[src/rtl/ifu_fetch_pkg.sv]
`default_nettype none
// ============================================================================
// Module   : ifu_fetch_pkg
// Brief    : Shared next-PC select encodings for the fetch unit and ctrl.
// Revision : 1.0 - initial release
// ============================================================================
package ifu_fetch_pkg;

  // Next-PC select encodings driven by the control unit on pc_sel
  localparam logic [1:0] NPC_PC4    = 2'b00;
  localparam logic [1:0] NPC_BRANCH = 2'b01;
  localparam logic [1:0] NPC_JUMP   = 2'b10;
  localparam logic [1:0] NPC_JR     = 2'b11;

  // Byte offset of a 16-bit branch immediate: sign-extend, then word-scale
  function automatic logic [31:0] br_offset(input logic [15:0] imm16);
    return {{14{imm16[15]}}, imm16, 2'b00};
  endfunction

endpackage
`default_nettype wire

[src/rtl/ifu_fetch_npc.sv]
`default_nettype none
// ============================================================================
// Module   : ifu_fetch_npc
// Brief    : Combinational next-PC computation (seq / branch / jump / jr).
// Revision : 1.0 - initial release
// ============================================================================
module ifu_fetch_npc
  import ifu_fetch_pkg::*;
(
  input  logic [31:0] pc,
  input  logic [25:0] instr_lo,   // instr[25:0]; upper opcode bits not needed
  input  logic [1:0]  pc_sel,
  input  logic        br_taken,
  input  logic [31:0] rs_data,
  output logic [31:0] next_pc
);

  logic [31:0] w_pc4;

  assign w_pc4 = pc + 32'd4;

  // Select the next PC; all adds wrap modulo 2^32
  always_comb begin
    next_pc = w_pc4;
    case (pc_sel)
      NPC_PC4:    next_pc = w_pc4;
      NPC_BRANCH: next_pc = br_taken ? (w_pc4 + br_offset(instr_lo[15:0])) : w_pc4;
      NPC_JUMP:   next_pc = {w_pc4[31:28], instr_lo, 2'b00};
      NPC_JR:     next_pc = rs_data;
      default:    next_pc = w_pc4;
    endcase
  end

endmodule
`default_nettype wire

[src/rtl/ifu_fetch.sv]
`default_nettype none
// ============================================================================
// Module   : ifu_fetch
// Brief    : Instruction fetch unit - PC register, req/ack fetch from imem,
//            registered instruction handoff to decode, next-PC update on retire.
// Revision : 1.0 - initial release
// ============================================================================
module ifu_fetch
  import ifu_fetch_pkg::*;
#(
  parameter logic [31:0] RESET_PC = 32'h0000_3000
) (
  input  logic        clk,
  input  logic        rstn,
  output logic        imem_req,
  output logic [31:0] imem_addr,
  input  logic        imem_ack,
  input  logic [31:0] imem_rdata,
  output logic [31:0] instr,
  output logic        instr_valid,
  input  logic        instr_ready,
  input  logic [1:0]  pc_sel,
  input  logic        br_taken,
  input  logic [31:0] rs_data,
  output logic [31:0] pc,
  output logic [31:0] pc_plus4,
  output logic        fetch_err
);

  typedef enum logic [1:0] {
    S_IDLE  = 2'd0,
    S_FETCH = 2'd1,
    S_VALID = 2'd2,
    S_HALT  = 2'd3
  } state_t;

  state_t      r_state;
  state_t      w_state_nx;
  logic [31:0] r_pc;
  logic [31:0] r_instr;
  logic        r_req;
  logic        r_valid;
  logic        r_err;
  logic [31:0] w_npc;
  logic        w_retire;
  logic        w_misalign;

  ifu_fetch_npc u_npc (
    .pc       (r_pc),
    .instr_lo (r_instr[25:0]),
    .pc_sel   (pc_sel),
    .br_taken (br_taken),
    .rs_data  (rs_data),
    .next_pc  (w_npc)
  );

  assign w_retire   = (r_state == S_VALID) && instr_ready;
  assign w_misalign = (w_npc[1:0] != 2'b00);

  // State register
  always_ff @(posedge clk or negedge rstn) begin
    if (!rstn) r_state <= S_IDLE;
    else       r_state <= w_state_nx;
  end

  // Next-state logic; HALT is only left through reset
  always_comb begin
    w_state_nx = r_state;
    case (r_state)
      S_IDLE:  w_state_nx = S_FETCH;
      S_FETCH: if (imem_ack) w_state_nx = S_VALID;
      S_VALID: if (instr_ready) w_state_nx = w_misalign ? S_HALT : S_FETCH;
      S_HALT:  w_state_nx = S_HALT;
      default: w_state_nx = S_IDLE;
    endcase
  end

  // Registered outputs: req/valid track the upcoming state, instr captured on ack,
  // pc advances on a clean retire, a misaligned target freezes pc and flags error
  always_ff @(posedge clk or negedge rstn) begin
    if (!rstn) begin
      r_pc    <= RESET_PC;
      r_instr <= 32'd0;
      r_req   <= 1'b0;
      r_valid <= 1'b0;
      r_err   <= 1'b0;
    end else begin
      r_req   <= (w_state_nx == S_FETCH);
      r_valid <= (w_state_nx == S_VALID);
      if ((r_state == S_FETCH) && imem_ack) r_instr <= imem_rdata;
      if (w_retire) begin
        if (w_misalign) r_err <= 1'b1;
        else            r_pc  <= w_npc;
      end
    end
  end

  assign imem_req    = r_req;
  assign imem_addr   = r_pc;
  assign instr       = r_instr;
  assign instr_valid = r_valid;
  assign pc          = r_pc;
  assign pc_plus4    = r_pc + 32'd4;
  assign fetch_err   = r_err;

endmodule
`default_nettype wire

[config.mk]
export PLATFORM = sky130hd
export DESIGN_NAME = ifu_fetch
export DESIGN_NICKNAME = d
export VERILOG_FILES = /design/src/rtl/ifu_fetch_pkg.sv /design/src/rtl/ifu_fetch_npc.sv /design/src/rtl/ifu_fetch.sv
export SDC_FILE = /design/constraint.sdc
export NUM_CORES = 1
export LEC_CHECK = 0
export CORE_ASPECT_RATIO = 1.25
export CORE_MARGIN = 4
export CORE_UTILIZATION = 49
export DETAILED_ROUTE_END_ITERATION = 16
export GPL_ROUTABILITY_DRIVEN = 0
export GPL_TIMING_DRIVEN = 0
export PLACE_DENSITY = 0.83
export SLEW_MARGIN = 10
export SYNTH_ARGS = -nofsm -noshare
export SYNTH_HDL_FRONTEND = slang
export SYNTH_HIERARCHICAL = 1
export SYNTH_SLANG_ARGS = --single-unit
[constraint.sdc]
create_clock -name clk -period 4.4 [get_ports clk]
set_input_delay 0.88 -clock clk [delete_from_list [all_inputs] [get_ports clk]]
set_output_delay 0.88 -clock clk [all_outputs]
set_load 0.02 [all_outputs]
==> impl_metrics.sql, run 1 <==
INSERT INTO impl_metrics (metric_group, metric, value, unit) VALUES
('status', 'outcome', 'complete, no violations', ''),
('die', 'die_width', '112', 'um'),
('detailed_routing', 'drtPass1Iterations', '8', ''),
('worst_setup_path', 'cp-end-kind', 'flop', ''),
('die', 'die_area', '15400', 'sq um'),
('yosys', 'ys_ff_latch', '69', ''),
('timing', 'final_setup_margin', '114', 'ps'),
('worst_setup_path', 'cp_cell_sequence', 'ha_1 > nand3_1 > nor2_2 > nand4_1 > xnor2_1 > ha_1 > clkbuf_1 > nand4_1 > nor2_1 > nand2_1 > a2111oi_2 > nor3_1 > nor3_2 > nor3_1 > a311oi_1 > mux2_2', ''),
('power', 'power_per_cell_area', '575', 'nW/um^2'),
('detailed_routing', 'total_routed_length', '21500', 'um'),
('yosys', 'synth_sequential_area_ratio', '26.2', '%'),
('detailed_routing', 'routed_via_density', '6.04', ''),
('timing', 'setup_repair_after_global_routing_missed_its_margin', 'yes', ''),
('die', 'ports', '202', ''),
('worst_setup_path', 'critical_path_depth', '16', ''),
('worst_setup_path', 'startpoint_type', 'flop', ''),
('yosys', 'number_of_warnings_reported_in_the_yosys_synthesis_log', '6', ''),
('worst_setup_path', 'critPathMaxFanout', '14', ''),
('yosys', 'synth_cell_type_count', '74', ''),
('placement', 'dp.final_hpwl', '17000', 'um'),
('global_route', 'antenna_found_initial', '0', ''),
('cells_and_area', 'design.final.nets', '1058', ''),
('clock_tree', 'ctsHoldBuffers', '0', ''),
('global_route', 'gr-total-overflow', '0', ''),
('worst_setup_path', 'cp.buffers_inverters', '1', ''),
('yosys', 'syn_area_per_cell', '8.93', 'sq um'),
('power', 'p_leak', '3.92', 'nW'),
('yosys', 'synth-main-ff-cell', 'dfrtp_1', ''),
('clock_tree', 'cts-htree-levels', '3', ''),
('yosys', 'mappedNetlistNets', '847', ''),
('worst_setup_path', 'critical_path_arrival', '4570', 'ps'),
('power', 'power.total', '5.28', 'mW'),
('clock_tree', 'cts_buffers', '9', ''),
('cells_and_area', 'stdcell_area', '9190', 'sq um'),
('cells_and_area', 'drive_gt1_share', '17.5', '%'),
('cells_and_area', 'n_antenna_cell', '0', ''),
('cells_and_area', 'filler_cell_count', '1048', ''),
('die', 'placement_rows', '47', ''),
('global_route', 'track_usage', '27.3', '%'),
('global_route', 'grt_max_degree', '39', ''),
('power', 'worst_ir_drop_vdd', '0.323', 'mV'),
('placement', 'dp_cells', '1111', ''),
('timing', 'hold-worst-slack', '456', 'ps'),
('timing', 'max_slew_margin', '46.1', '%'),
('clock_tree', 'cts_tree', 'yes', ''),
('worst_setup_path', 'timing.critical_path.required', '4680', 'ps'),
('worst_setup_path', 'crit_type', 'reg -> reg', ''),
('die', 'initial_utilization', '49.9', '%'),
('global_route', 'grt_first_pass_wirelength', '33600', 'um'),
('clock_tree', 'worstSkewPairLatency', '340', 'ps'),
('yosys', 'number_of_synthesized_flops_with_an_enable_pin', '0', ''),
('worst_setup_path', 'rr_worst_depth', '16', ''),
('yosys', 'cells_after_synthesis', '740', ''),
('timing', 'fmax', '233', 'MHz'),
('worst_setup_path', 'critical-path-top-delay-family', 'simple AND/OR/NAND/NOR gates', ''),
('placement', 'placement.cell_area', '8830', 'sq um'),
('timing', 'fin_worst_skew', '5.31', 'ps'),
('worst_setup_path', 'slowest_cell_on_crit_path', 'dfrtp_2', ''),
('detailed_routing', 'drt.antenna.violating_nets', '0', ''),
('cells_and_area', 'layout.cells.most_common_list', 'clkdlybuf4s50_1 (198), mux2_2 (63), dfrtp_1 (60)', ''),
('min_path', 'min_delay_path_depth', '1', ''),
('yosys', 'post_synth_instance_area', '6610', 'sq um'),
('min_path', 'worstHoldPathType', 'reg -> reg', ''),
('die', 'die_h', '138', 'um'),
('detailed_routing', 'remaining_drc_errors', '0', ''),
('timing', 'setup_viol_count_final', '0', ''),
('cells_and_area', 'area_growth_syn_to_layout', '39.1', '%'),
('placement', 'buffer_ports.inserted', '199', ''),
('job', 'maxCapViolCount', '0', ''),
('worst_setup_path', 'peak_per_stage_delay_on_the_critical_path', '520', 'ps'),
('detailed_routing', 'via_count', '6802', '');
timing repair:
item,in CTS,in global routing
pin swaps,0,1
buffers inserted,0,2
setup endpoints to repair,2,7
resized for setup,4,11
path summary, 6_finish.rpt:
| check | from | endpoint | slack (ps) |
|---|---|---|---|
| setup / recovery | imem_addr[2] | imem_addr[31] | 110 |
| hold / removal | fetch_err | fetch_err | 460 |
| setup reg to reg | imem_addr[2] | imem_addr[31] | 110 |
| hold reg to reg | fetch_err | fetch_err | 460 |
| max in group asynchronous | rstn | imem_addr[12] | 3320 |
| min in group asynchronous | rstn | instr[22] | 470 |
cells by family after synthesis:
group | share of synthesized area [%]
AND/OR/NAND/NOR | 18.3
AO/OA/AOI/OAI | 16.9
buffers and inverters | 6.89
multiplexers | 14.8
XOR/XNOR | 9.94
flip-flops | 26.2
adder cells (fa/ha/maj) | 6.93
registers in the layout (all words and copies together) (netlist names):
signal / count
instr: 32
imem_req: 1
r_state: 2
fetch_err: 1
imem_addr: 32
instr_valid: 1
through the flow:
step | TNS, ps | util, %
after detailed placement | -46.2 | 66.8
after global routing | -38.3 | 69.5
final | 0 | 69.5
after global placement | 0 | 66.6
after CTS | 0 | 69.1
after floorplan | 0 | -
cell type report:
cell class                      instances  area, sq um  area share (%)
Timing Repair Buffer                  202         2020            22.0
Clock inverter                          7         75.1           0.817
Clock buffer                            9          225            2.45
Multi-Input combinational cell        586         4470            48.6
Inverter                               18         67.6           0.735
Buffer                                 65          380            4.14
Sequential cell                        69         1740            18.9
Tap cell                              171          214            2.33
per-layer routing:
| metal | GRT usage (%) | routed length (um) |
|---|---|---|
| met1 | 34.3 | 8240 |
| met2 | 45.8 | 10400 |
| met3 | 5.58 | 2000 |
| met4 | 11.4 | 889 |
| met5 | 0 | 0 |
synthesized netlist by cell type (4+ instances only):
master    number  area share, %
buf_4         34            3.9
nor3_1         6           0.45
xor2_1        25            3.3
a21oi_1       44            3.3
mux2i_1        9            1.4
nor2b_1        5           0.47
nand3_1       37            2.8
a31oi_1        9           0.85
o21bai_1       7           0.80
xnor2_1       50            6.6
o21ai_1        9           0.68
nand4_1       20            1.9
nor4_1         4           0.38
nand2b_1       6           0.57
mux2_2        63             11
and3_1        16            1.5
nor2_1        47            2.7
clkbuf_1      23            1.3
ha_1          35            6.6
mux4_2         7            2.4
and4_1         4           0.53
a221o_1        4           0.61
o31ai_1        4           0.45
o211ai_1       4           0.45
o21ai_0       26            2.0
dfrtp_1       67             25
buf_2          7           0.53
o22ai_1        6           0.57
a21o_1        13            1.5
and2_1         8           0.76
inv_1         17           0.97
a211oi_1       4           0.45
nand2_1       56            3.2
report_power, final:
part	total (mW)	internal [mW]	switching, mW
Sequential	1.22	0.829	0.394
Combinational	3.33	1.59	1.73
Clock	0.732	0.440	0.292
Total	5.28	2.86	2.42
Power figures use the tool's default switching activity.
==> run 2: changes to the inputs <==
Settings changed: ABC_CLOCK_PERIOD_IN_PS set to 4400.
==> results of run 2 <==
No change in the layout: final DEF, timing and power equal those of run 1.
==> run 3: changes to the inputs <==
Settings changed: TNS_END_PERCENT set to 100.
==> results of run 3 <==
No change in the layout: final DEF, timing and power equal those of run 1.
